===== config.mk =====
export PLATFORM = sky130hd
export DESIGN_NAME = strawman_slave_responder
export DESIGN_NICKNAME = d
export VERILOG_FILES = /design/src/rtl/strawman_pkg.sv /design/src/rtl/strawman_credit_counter.sv /design/src/rtl/strawman_slave_responder.sv
export SDC_FILE = /design/constraint.sdc
export NUM_CORES = 2
export LEC_CHECK = 0
export BUFFER_PORTS_ARGS = -buffer_cell sky130_fd_sc_hd__buf_2
export CORE_MARGIN = 5
export CORE_UTILIZATION = 65
export CTS_CLUSTER_SIZE = 24
export DETAILED_ROUTE_END_ITERATION = 7
export PLACE_DENSITY = 0.82
export SLEW_MARGIN = 0
export SYNTH_ARGS = -nofsm -noshare
export SYNTH_HDL_FRONTEND = slang
export SYNTH_SLANG_ARGS = --single-unit

===== constraint.sdc =====
create_clock -name clk -period 12.25 [get_ports clk]
set_input_delay 0.6125 -clock clk [delete_from_list [all_inputs] [get_ports clk]]
set_output_delay 0.6125 -clock clk [all_outputs]
set_load 0.1 [all_outputs]

===== src/rtl/strawman_pkg.sv =====
// Shared definitions for the strawman chiplet protocol: flit/command codes,
// responder state encoding, header field positions and flit builders.
package strawman_pkg;

  localparam int RESP_FLIT_W = 40;

  localparam logic [1:0] FLIT_HDR  = 2'b00;
  localparam logic [1:0] FLIT_DATA = 2'b10;

  localparam logic [2:0] CMD_READ  = 3'b001;
  localparam logic [2:0] CMD_WRITE = 3'b010;

  localparam logic [2:0] RCMD_RD_RESP = 3'b101;
  localparam logic [2:0] RCMD_WR_ACK  = 3'b110;
  localparam logic [2:0] RCMD_ERR     = 3'b111;

  localparam int FLIT_TYPE_LSB = 38;
  localparam int HDR_RCMD_LSB  = 35;
  localparam int HDR_LEN_LSB   = 32;
  localparam int HDR_TAG_LSB   = 26;
  localparam int DATA_IDX_LSB  = 32;

  typedef enum logic [2:0] {
    ST_IDLE     = 3'd0,
    ST_ADDR     = 3'd1,
    ST_WDATA    = 3'd2,
    ST_RESP_HDR = 3'd3,
    ST_RDATA    = 3'd4
  } resp_state_e;

  function automatic logic [RESP_FLIT_W-1:0] build_hdr(input logic [2:0] rcmd,
                                                       input logic [2:0] len,
                                                       input logic [5:0] tag);
    logic [RESP_FLIT_W-1:0] f;
    f = {RESP_FLIT_W{1'b0}};
    f[FLIT_TYPE_LSB +: 2] = FLIT_HDR;
    f[HDR_RCMD_LSB +: 3]  = rcmd;
    f[HDR_LEN_LSB +: 3]   = len;
    f[HDR_TAG_LSB +: 6]   = tag;
    return f;
  endfunction

  function automatic logic [RESP_FLIT_W-1:0] build_data(input logic [5:0] idx,
                                                        input logic [31:0] data);
    logic [RESP_FLIT_W-1:0] f;
    f = {RESP_FLIT_W{1'b0}};
    f[FLIT_TYPE_LSB +: 2] = FLIT_DATA;
    f[DATA_IDX_LSB +: 6]  = idx;
    f[31:0]               = data;
    return f;
  endfunction

endpackage


===== src/rtl/strawman_credit_counter.sv =====
// Saturating up/down credit counter with a registered nonzero flag; shared by
// the responder and the TX FSMs.
module strawman_credit_counter #(
  parameter int MAX   = 32,
  parameter int WIDTH = 6
) (
  input  logic             clk,
  input  logic             rst_n,
  input  logic             inc,
  input  logic             dec,
  output logic [WIDTH-1:0] count,
  output logic             nonzero
);

  logic [WIDTH-1:0] count_r;
  logic [WIDTH-1:0] next_s;
  logic             nonzero_r;

  // Next count: a concurrent return and spend cancel; a return at MAX is dropped.
  always_comb begin
    next_s = count_r;
    case ({inc, dec})
      2'b10: begin
        if (count_r != WIDTH'(MAX)) begin
          next_s = count_r + WIDTH'(1);
        end else begin
          next_s = count_r;
        end
      end
      2'b01:   next_s = count_r - WIDTH'(1);
      default: next_s = count_r;
    endcase
  end

  // Count and nonzero flag registers.
  always_ff @(posedge clk or negedge rst_n) begin
    if (!rst_n) begin
      count_r   <= WIDTH'(MAX);
      nonzero_r <= (WIDTH'(MAX) != WIDTH'(0));
    end else begin
      count_r   <= next_s;
      nonzero_r <= (next_s != WIDTH'(0));
    end
  end

  assign count   = count_r;
  assign nonzero = nonzero_r;

endmodule


===== src/rtl/strawman_slave_responder.sv =====
// Slave-side responder: executes decoded read/write requests against a local
// register file and emits credit-gated response flits.
module strawman_slave_responder
  import strawman_pkg::*;
#(
  parameter int FLIT_WIDTH   = 40,
  parameter int ADDR_BITS    = 6,
  parameter int CREDITS      = 32,
  parameter int CREDIT_WIDTH = 6
) (
  input  logic                    clk,
  input  logic                    rst_n,
  input  logic [2:0]              i_cmd,
  input  logic                    i_cmd_valid,
  input  logic [2:0]              i_length,
  input  logic [5:0]              i_feature0,
  input  logic [31:0]             i_addr,
  input  logic                    i_addr_valid,
  input  logic [31:0]             i_data,
  input  logic                    i_data_valid,
  output logic                    o_rx_ready,
  output logic [FLIT_WIDTH-1:0]   o_flit,
  output logic                    o_flit_valid,
  input  logic                    i_credit_return,
  output logic [CREDIT_WIDTH-1:0] o_credits,
  output logic                    o_busy
);

  resp_state_e           state_r;
  logic [2:0]            cmd_r;
  logic [2:0]            len_r;
  logic [5:0]            tag_r;
  logic [ADDR_BITS-1:0]  base_r;
  logic                  err_r;
  logic [2:0]            beat_r;
  logic [FLIT_WIDTH-1:0] flit_r;
  logic                  flit_valid_r;
  logic                  rx_ready_r;
  logic                  busy_r;

  logic                  credit_nz_s;
  logic                  emit_s;
  logic                  wr_en_s;
  logic [2:0]            hdr_rcmd_s;
  logic [ADDR_BITS-1:0]  mem_addr_s;
  logic [31:0]           rdata_s;

  logic [31:0] mem_r [0:(1<<ADDR_BITS)-1];

  strawman_credit_counter #(
    .MAX   (CREDITS),
    .WIDTH (CREDIT_WIDTH)
  ) u_credits (
    .clk     (clk),
    .rst_n   (rst_n),
    .inc     (i_credit_return),
    .dec     (emit_s),
    .count   (o_credits),
    .nonzero (credit_nz_s)
  );

  // Burst beats walk the register file and wrap at its depth.
  assign mem_addr_s = base_r + ADDR_BITS'(beat_r);
  assign rdata_s    = mem_r[mem_addr_s];

  // Emit strobe, register-file write enable and response code selection.
  always_comb begin
    emit_s     = 1'b0;
    wr_en_s    = 1'b0;
    hdr_rcmd_s = RCMD_ERR;
    if (((state_r == ST_RESP_HDR) || (state_r == ST_RDATA)) && credit_nz_s) begin
      emit_s = 1'b1;
    end else begin
      emit_s = 1'b0;
    end
    if ((state_r == ST_WDATA) && i_data_valid && !err_r) begin
      wr_en_s = 1'b1;
    end else begin
      wr_en_s = 1'b0;
    end
    if (err_r) begin
      hdr_rcmd_s = RCMD_ERR;
    end else if (cmd_r == CMD_READ) begin
      hdr_rcmd_s = RCMD_RD_RESP;
    end else begin
      hdr_rcmd_s = RCMD_WR_ACK;
    end
  end

  // Register file write port; contents deliberately survive reset.
  always_ff @(posedge clk) begin
    if (wr_en_s) begin
      mem_r[mem_addr_s] <= i_data;
    end
  end

  // Request/response sequencer with registered flit and status outputs.
  always_ff @(posedge clk or negedge rst_n) begin
    if (!rst_n) begin
      state_r      <= ST_IDLE;
      cmd_r        <= 3'd0;
      len_r        <= 3'd0;
      tag_r        <= 6'd0;
      base_r       <= {ADDR_BITS{1'b0}};
      err_r        <= 1'b0;
      beat_r       <= 3'd0;
      flit_r       <= {FLIT_WIDTH{1'b0}};
      flit_valid_r <= 1'b0;
      rx_ready_r   <= 1'b1;
      busy_r       <= 1'b0;
    end else begin
      flit_valid_r <= 1'b0;
      case (state_r)
        ST_IDLE: begin
          if (i_cmd_valid) begin
            cmd_r   <= i_cmd;
            len_r   <= i_length;
            tag_r   <= i_feature0;
            busy_r  <= 1'b1;
            state_r <= ST_ADDR;
          end
        end
        ST_ADDR: begin
          if (i_addr_valid) begin
            base_r <= i_addr[ADDR_BITS-1:0];
            err_r  <= ((cmd_r != CMD_READ) && (cmd_r != CMD_WRITE)) ||
                      (|i_addr[31:ADDR_BITS]);
            beat_r <= 3'd0;
            // Out-of-range writes still go through WDATA so their beats are drained.
            if (cmd_r == CMD_WRITE) begin
              state_r <= ST_WDATA;
            end else begin
              state_r    <= ST_RESP_HDR;
              rx_ready_r <= 1'b0;
            end
          end
        end
        ST_WDATA: begin
          if (i_data_valid) begin
            if (beat_r == len_r) begin
              beat_r     <= 3'd0;
              state_r    <= ST_RESP_HDR;
              rx_ready_r <= 1'b0;
            end else begin
              beat_r <= beat_r + 3'd1;
            end
          end
        end
        ST_RESP_HDR: begin
          if (emit_s) begin
            flit_valid_r <= 1'b1;
            flit_r       <= FLIT_WIDTH'(build_hdr(hdr_rcmd_s, len_r, tag_r));
            if (!err_r && (cmd_r == CMD_READ)) begin
              state_r <= ST_RDATA;
            end else begin
              state_r    <= ST_IDLE;
              rx_ready_r <= 1'b1;
              busy_r     <= 1'b0;
            end
          end
        end
        ST_RDATA: begin
          if (emit_s) begin
            flit_valid_r <= 1'b1;
            flit_r       <= FLIT_WIDTH'(build_data({3'b000, beat_r}, rdata_s));
            if (beat_r == len_r) begin
              state_r    <= ST_IDLE;
              rx_ready_r <= 1'b1;
              busy_r     <= 1'b0;
            end else begin
              beat_r <= beat_r + 3'd1;
            end
          end
        end
        default: begin
          state_r    <= ST_IDLE;
          rx_ready_r <= 1'b1;
          busy_r     <= 1'b0;
        end
      endcase
    end
  end

  assign o_rx_ready   = rx_ready_r;
  assign o_flit       = flit_r;
  assign o_flit_valid = flit_valid_r;
  assign o_busy       = busy_r;

endmodule


=== Word level (Yosys, flattened, before mapping) ===
Memory sizes are Yosys's and may differ from the RTL's.
Index checks and enable logic that the tools add are counted.

* Add/subtract/negate cells: 4
* Equality and inequality tests: 22
* Mux-type cells: 43
* Bitwise logic cells: 2
* Reduce and logical (&&, ||, !) cells: 22

{| class="wikitable"
|+ Operator list
! kind !! count
|-
| 2-to-1 mux 40 bit || 2
|-
| one-hot mux 40 bit (2 select lines) || 1
|-
| 2-to-1 mux 3 bit || 13
|-
| OR reduction 26 bit || 1
|-
| 2-to-1 mux 1 bit || 19
|-
| one-hot mux 3 bit (5 select lines) || 1
|-
| != test 2 bit, second input constant || 6
|-
| one-hot mux 6 bit (2 select lines) || 1
|-
| == test 3 x 2 -> 1 bit, second input constant || 3
|-
| one-hot mux 3 bit (3 select lines) || 1
|-
| AND reduction 9 bit || 1
|-
| != test 2 x 1 -> 1 bit, second input constant || 4
|-
| AND reduction 7 bit || 1
|-
| adder 6 x 1 -> 6 bit, second input constant || 1
|-
| adder 6 x 3 -> 6 bit || 1
|-
| == test 3 x 1 -> 1 bit, second input constant || 2
|-
| 2-to-1 mux 6 bit || 1
|-
| != test 6 bit, second input constant || 1
|-
| AND reduction 6 bit || 1
|-
| nonzero test 6 bit || 1
|-
| subtractor 6 x 1 -> 6 bit, second input constant || 1
|-
| logical AND 1 bit || 5
|-
| one-hot mux 1 bit (5 select lines) || 1
|-
| AND reduction 5 bit || 1
|-
| 18 further kinds || 23
|}

* Register bits after elaboration: 75
* Memory bits (writable): 2,048
* Bits of input ports: 82
* Output and inout port bits: 49
* Word-level logic and storage cells: 107
* Memories: 1

{| class="wikitable"
|+ Memories
! name !! words !! bits a word !! rd ports !! clocked after memory_dff !! wr ports !! RTL line !! RTL
|-
| mem_r || 64 || 32 || 1 || 0 || 1 || strawman_slave_responder.sv:48 || <nowiki>logic [31:0] mem_r [0:(1<<ADDR_BITS)-1];</nowiki>
|}

=== Longest topological paths before layout ===
* Depth after elaboration: 7
* Gate-level depth with buffers: 12
* Mapped depth without buffers: 10

=== Modules after synthesis ===
From an unflattened synthesis, not the netlist that was laid out.

* Cells, all modules: 4,276
* Area, all modules: 82,182.6 um^2

{| class="wikitable"
|+ By module, submodules not included
! module !! times used !! cells an instance !! area each (um^2) !! seq. area each (um^2)
|-
| strawman_slave_responder || 1 || 4,211 || 81,630.8 || 63,176.8
|-
| strawman_credit_counter || 1 || 65 || 551.8 || 177.7
|}

=== Worst setup path before layout ===
No wires, ideal clock.

* Path type: register -> register
* From: register beat_r[0]
* To: memory mem_r[10][0], enable pin
* Setup time: 0.421 ns
* Data arrival time: 3.871 ns
* Required time: 11.829 ns
* Setup slack: 7.958 ns
* Stages on the path, launching flop included: 9
* Path buffers: 3
* Period minus slack after synthesis: 4.292 ns
* Cell sequence: dfrtp_1 -> ha_1 -> fa_1 -> xnor2_1 -> buf_2 -> buf_2 -> buf_1 -> nand3_1 -> nor2_1

* Longest elaborated chain between the ends: 1

{| class="wikitable"
|+ Ends and longest elaborated chain
! item !! RTL line !! RTL
|-
| from (decl) || strawman_slave_responder.sv:35 || <nowiki>logic [2:0] beat_r;</nowiki>
|-
| from (signal assigned) || strawman_slave_responder.sv:145 || <nowiki>beat_r <= beat_r + 3'd1;</nowiki>
|-
| from (signal assigned) || strawman_slave_responder.sv:171 || <nowiki>beat_r <= beat_r + 3'd1;</nowiki>
|-
| adder 6 x 3 -> 6 bit || strawman_slave_responder.sv:63 || <nowiki>assign mem_addr_s = base_r + ADDR_BITS'(beat_r);</nowiki>
|-
| to (decl) || strawman_slave_responder.sv:48 ||
|}

No other way between the ends.

=== Worst setup path after layout ===
* From: register beat_r[0]
* To: register flit_r[10] (netlist: o_flit[10])

* Longest elaborated chain between the ends: 4

{| class="wikitable"
|+ Ends and longest elaborated chain
! item !! RTL line !! RTL
|-
| adder 6 x 3 -> 6 bit || strawman_slave_responder.sv:63 ||
|-
| memory read (64 x 32 bit) || n/a ||
|-
| 2-to-1 mux 40 bit || strawman_slave_responder.sv:163 || <nowiki>if (emit_s) begin</nowiki>
|-
| one-hot mux 40 bit (2 select lines) || strawman_slave_responder.sv:113 || <nowiki>case (state_r)</nowiki>
|-
| to (signal assigned) || strawman_slave_responder.sv:107 || <nowiki>flit_r <= {FLIT_WIDTH{1'b0}};</nowiki>
|-
| to (signal assigned) || strawman_slave_responder.sv:152 || <nowiki>flit_r <= FLIT_WIDTH'(build_hdr(hdr_rcmd_s, len_r, tag_r));</nowiki>
|-
| to (signal assigned) || strawman_slave_responder.sv:165 || <nowiki>flit_r <= FLIT_WIDTH'(build_data({3'b000, beat_r}, rdata_s));</nowiki>
|-
| to (decl) || strawman_slave_responder.sv:36 || <nowiki>logic [FLIT_WIDTH-1:0] flit_r;</nowiki>
|}

No other way between the ends. The select of a mux whose other input is x is not followed.
A chain may end at the register's enable or synchronous reset.

==> reports/results.ini <==
[clock_network]
htree_levels=4
clock_latency_ns=0.85
cts_buffer_depth=3
cts_root_buffer=clkbuf_16
cts_buffers=198
clkTransAtPathRegs_ns=0.07
cts_hold_buf=15
post_cts_buffers=0
cts.sinks=2122
ctsResizeCount=0
cts_tree=yes

[synth]
yosysMostFrequentCell=edfxtp_1
ys_seq_area_share_pct=77.1
ys_warn_count=0
syn_inst=4098
ys_seq_elements=2122
synthArstFlopShare_pct=3.49
synth-edff-count=2048
synth_ff_type=edfxtp_1
synth_nets=4190
synthTopCellsByArea=edfxtp_1, mux4_2, nand2_1
yosys.area.top_type=edfxtp_1
synth.distinct_cells=76
synthTopCellsByCount=edfxtp_1, nand2_1, mux4_2
yosys.area.top_type_share_pct=74.8
avgSynthCellArea_um2=20.1
synth_area_um2=82200

[grt]
antenna_found_initial=16
grt_pass1_vias=46800
grt_pass1_wl_mm=345
grtUsageMet1_pct=47.3
busiest_layer=met2
use_met3_pct=13.6
grt_use_total_pct=37.4
grt_max_degree=134
grt_util_met2_pct=56.1
grt-ovfl-total=0

[setup_path]
crit_fanout=72
critPathRequiredTime_ns=13.03
worstSetupEndpointType=flip-flop
start_kind=flip-flop
worstSetupPathType=reg -> reg
worstPathArrival_ns=6.78

[finish]
n_fill_cell=6536
final_core_util_pct=73.2
stdcell_count=6168
drive_gt1_share_pct=24.5
area_growth_pct=11.9
stdcell_area_um2=91900
fin_nets=4429

[timing]
fin_crit_sh_pct=49.0
fin_crit_ns=6.00
max_slew_margin_pct=2.81
worst_slew_pin_slew_ns=1.46
finalHoldViolCount=0
max_freq_mhz=167
fin_tns_setup_ns=0
skew_ns=0.0255
slew_viol_final=0
setup_viol=0
rsz0062_at_grt=false
setup_ws_ns=6.25

[die]
die_h_um=366
die_w_um=366
start_util_pct=65.4
coreArea_um2=126000
ios=131
die_area_um2=134000
rows=130

[placement]
portBuffers=129
place_congestion=0.846
placed_area_um2=85300
place_ws_ns=6.54
dp_cells=5772
place_hpwl_mm=122

[power_and_ir_drop]
p_leak_nw=29.6
ir_worst_vdd_mv=0.287
power_density_nw_per_um2=243

[flow_run]
max_cap_violations=0

[hold_path]
hold_path_class=in -> reg

[routing]
num_vias=46600
drc=0
antenna_left=0
drt-pass1-iter-count=8
vias_per_cell=7.55
drtIter0Drc=9406
wl_per_cell_um=39.8
wl_mm=246

[run_status]
outcome=completed

==> registers in the layout, indices dropped and copies added, names as in the netlist, 3 cells and up <==
name,flops
u_credits.count,6
beat_r,3
o_flit,39
state_r,3
base_r,6
len_r,3
mem_r,2048
tag_r,6
cmd_r,3
==> critical path: stages (launching register included) <==
cell and delay (ns):
dfrtp_1 0.47, ha_4 0.21, fa_4 0.51, xnor2_2 0.34, buf_4 0.65, buf_4 0.88, buf_4 0.90, nand2_1 0.14
a32oi_1 0.25, a31oi_1 0.20, a311oi_1 0.96, a32o_1 0.29
==> cells by family after synthesis <==
kind of cell               Yosys count  share of synthesized area [%]
xor gates and xnor gates             8                         0.0944
AOI/OAI and AO/OA                  301                           2.78
muxes                              608                           14.0
buffers and inverters              246                           1.55
and+or+nand+nor                    802                           4.28
other                                1                        0.00456
DFF                               2122                           77.1
adders and majority gates           10                          0.161
==> worst paths after layout <==
| check | startpoint | to | slack [ns] | cells after the start |
|---|---|---|---|---|
| worst max-delay path | beat_r[0] | o_flit[10] | 6.25 | 11 |
| worst min register to register | o_flit[39] | o_flit[39] | 0.48 | 2 |
| worst max register to register | beat_r[0] | o_flit[10] | 6.25 | 11 |
| worst min-delay path | i_cmd[0] | cmd_r[0] | 0.02 | 2 |
| max in group asynchronous | rst_n | o_flit[1] | 10.66 | 3 |
| min in group asynchronous | rst_n | o_flit[15] | 0.37 | 2 |
==> through the flow <==
stage	total power, mW	hold WS, ns
finish	22.4	0.0241
global route	23.0	0.00836
CTS	22.2	0.00210
detailed placement	15.8	0.465
global placement	15.7	0.454
floorplan	13.7	0.317
==> per-layer routing <==
layer / routed length, um / vias up
li1: - / 17300
met1: 73500 / 23100
met2: 111000 / 4957
met3: 41200 / 1200
met4: 19600 / 6
met5: 42 / -
==> area by class of cell <==
cell class                 count  area (um^2)  area share [%]
sequential                  2122        63400            68.9
antenna                       11         27.5          0.0299
clock inverter               112         1190            1.30
inverter                      17         63.8          0.0694
tap                         1650         2060            2.25
timing repair buffer         268         1750            1.91
clock buffer                 258         5300            5.77
multi-input combinational   1730        18200            19.8
==> layout by cell type, fill, tap and decap left out, drive strengths merged, types with 20 or more instances in the layout <==
cell type,instances
bufinv,20
dfrtp,71
nor2,97
a21oi,32
mux2,34
nand2,479
clkinv,78
a32oi,50
mux2i,142
mux4,432
edfxtp,2048
o21ai,37
inv,27
nand3,120
clkbuf,258
a32o,42
buf,253
a31oi,52
==> power breakdown <==
part | internal (mW) | switching [mW] | leakage [nW]
Combinational | 3.03 | 4.96 | 7.11
Clock | 3.49 | 2.76 | 3.18
Sequential | 8.02 | 0.101 | 19.3
Power figures use the tool's default switching activity.
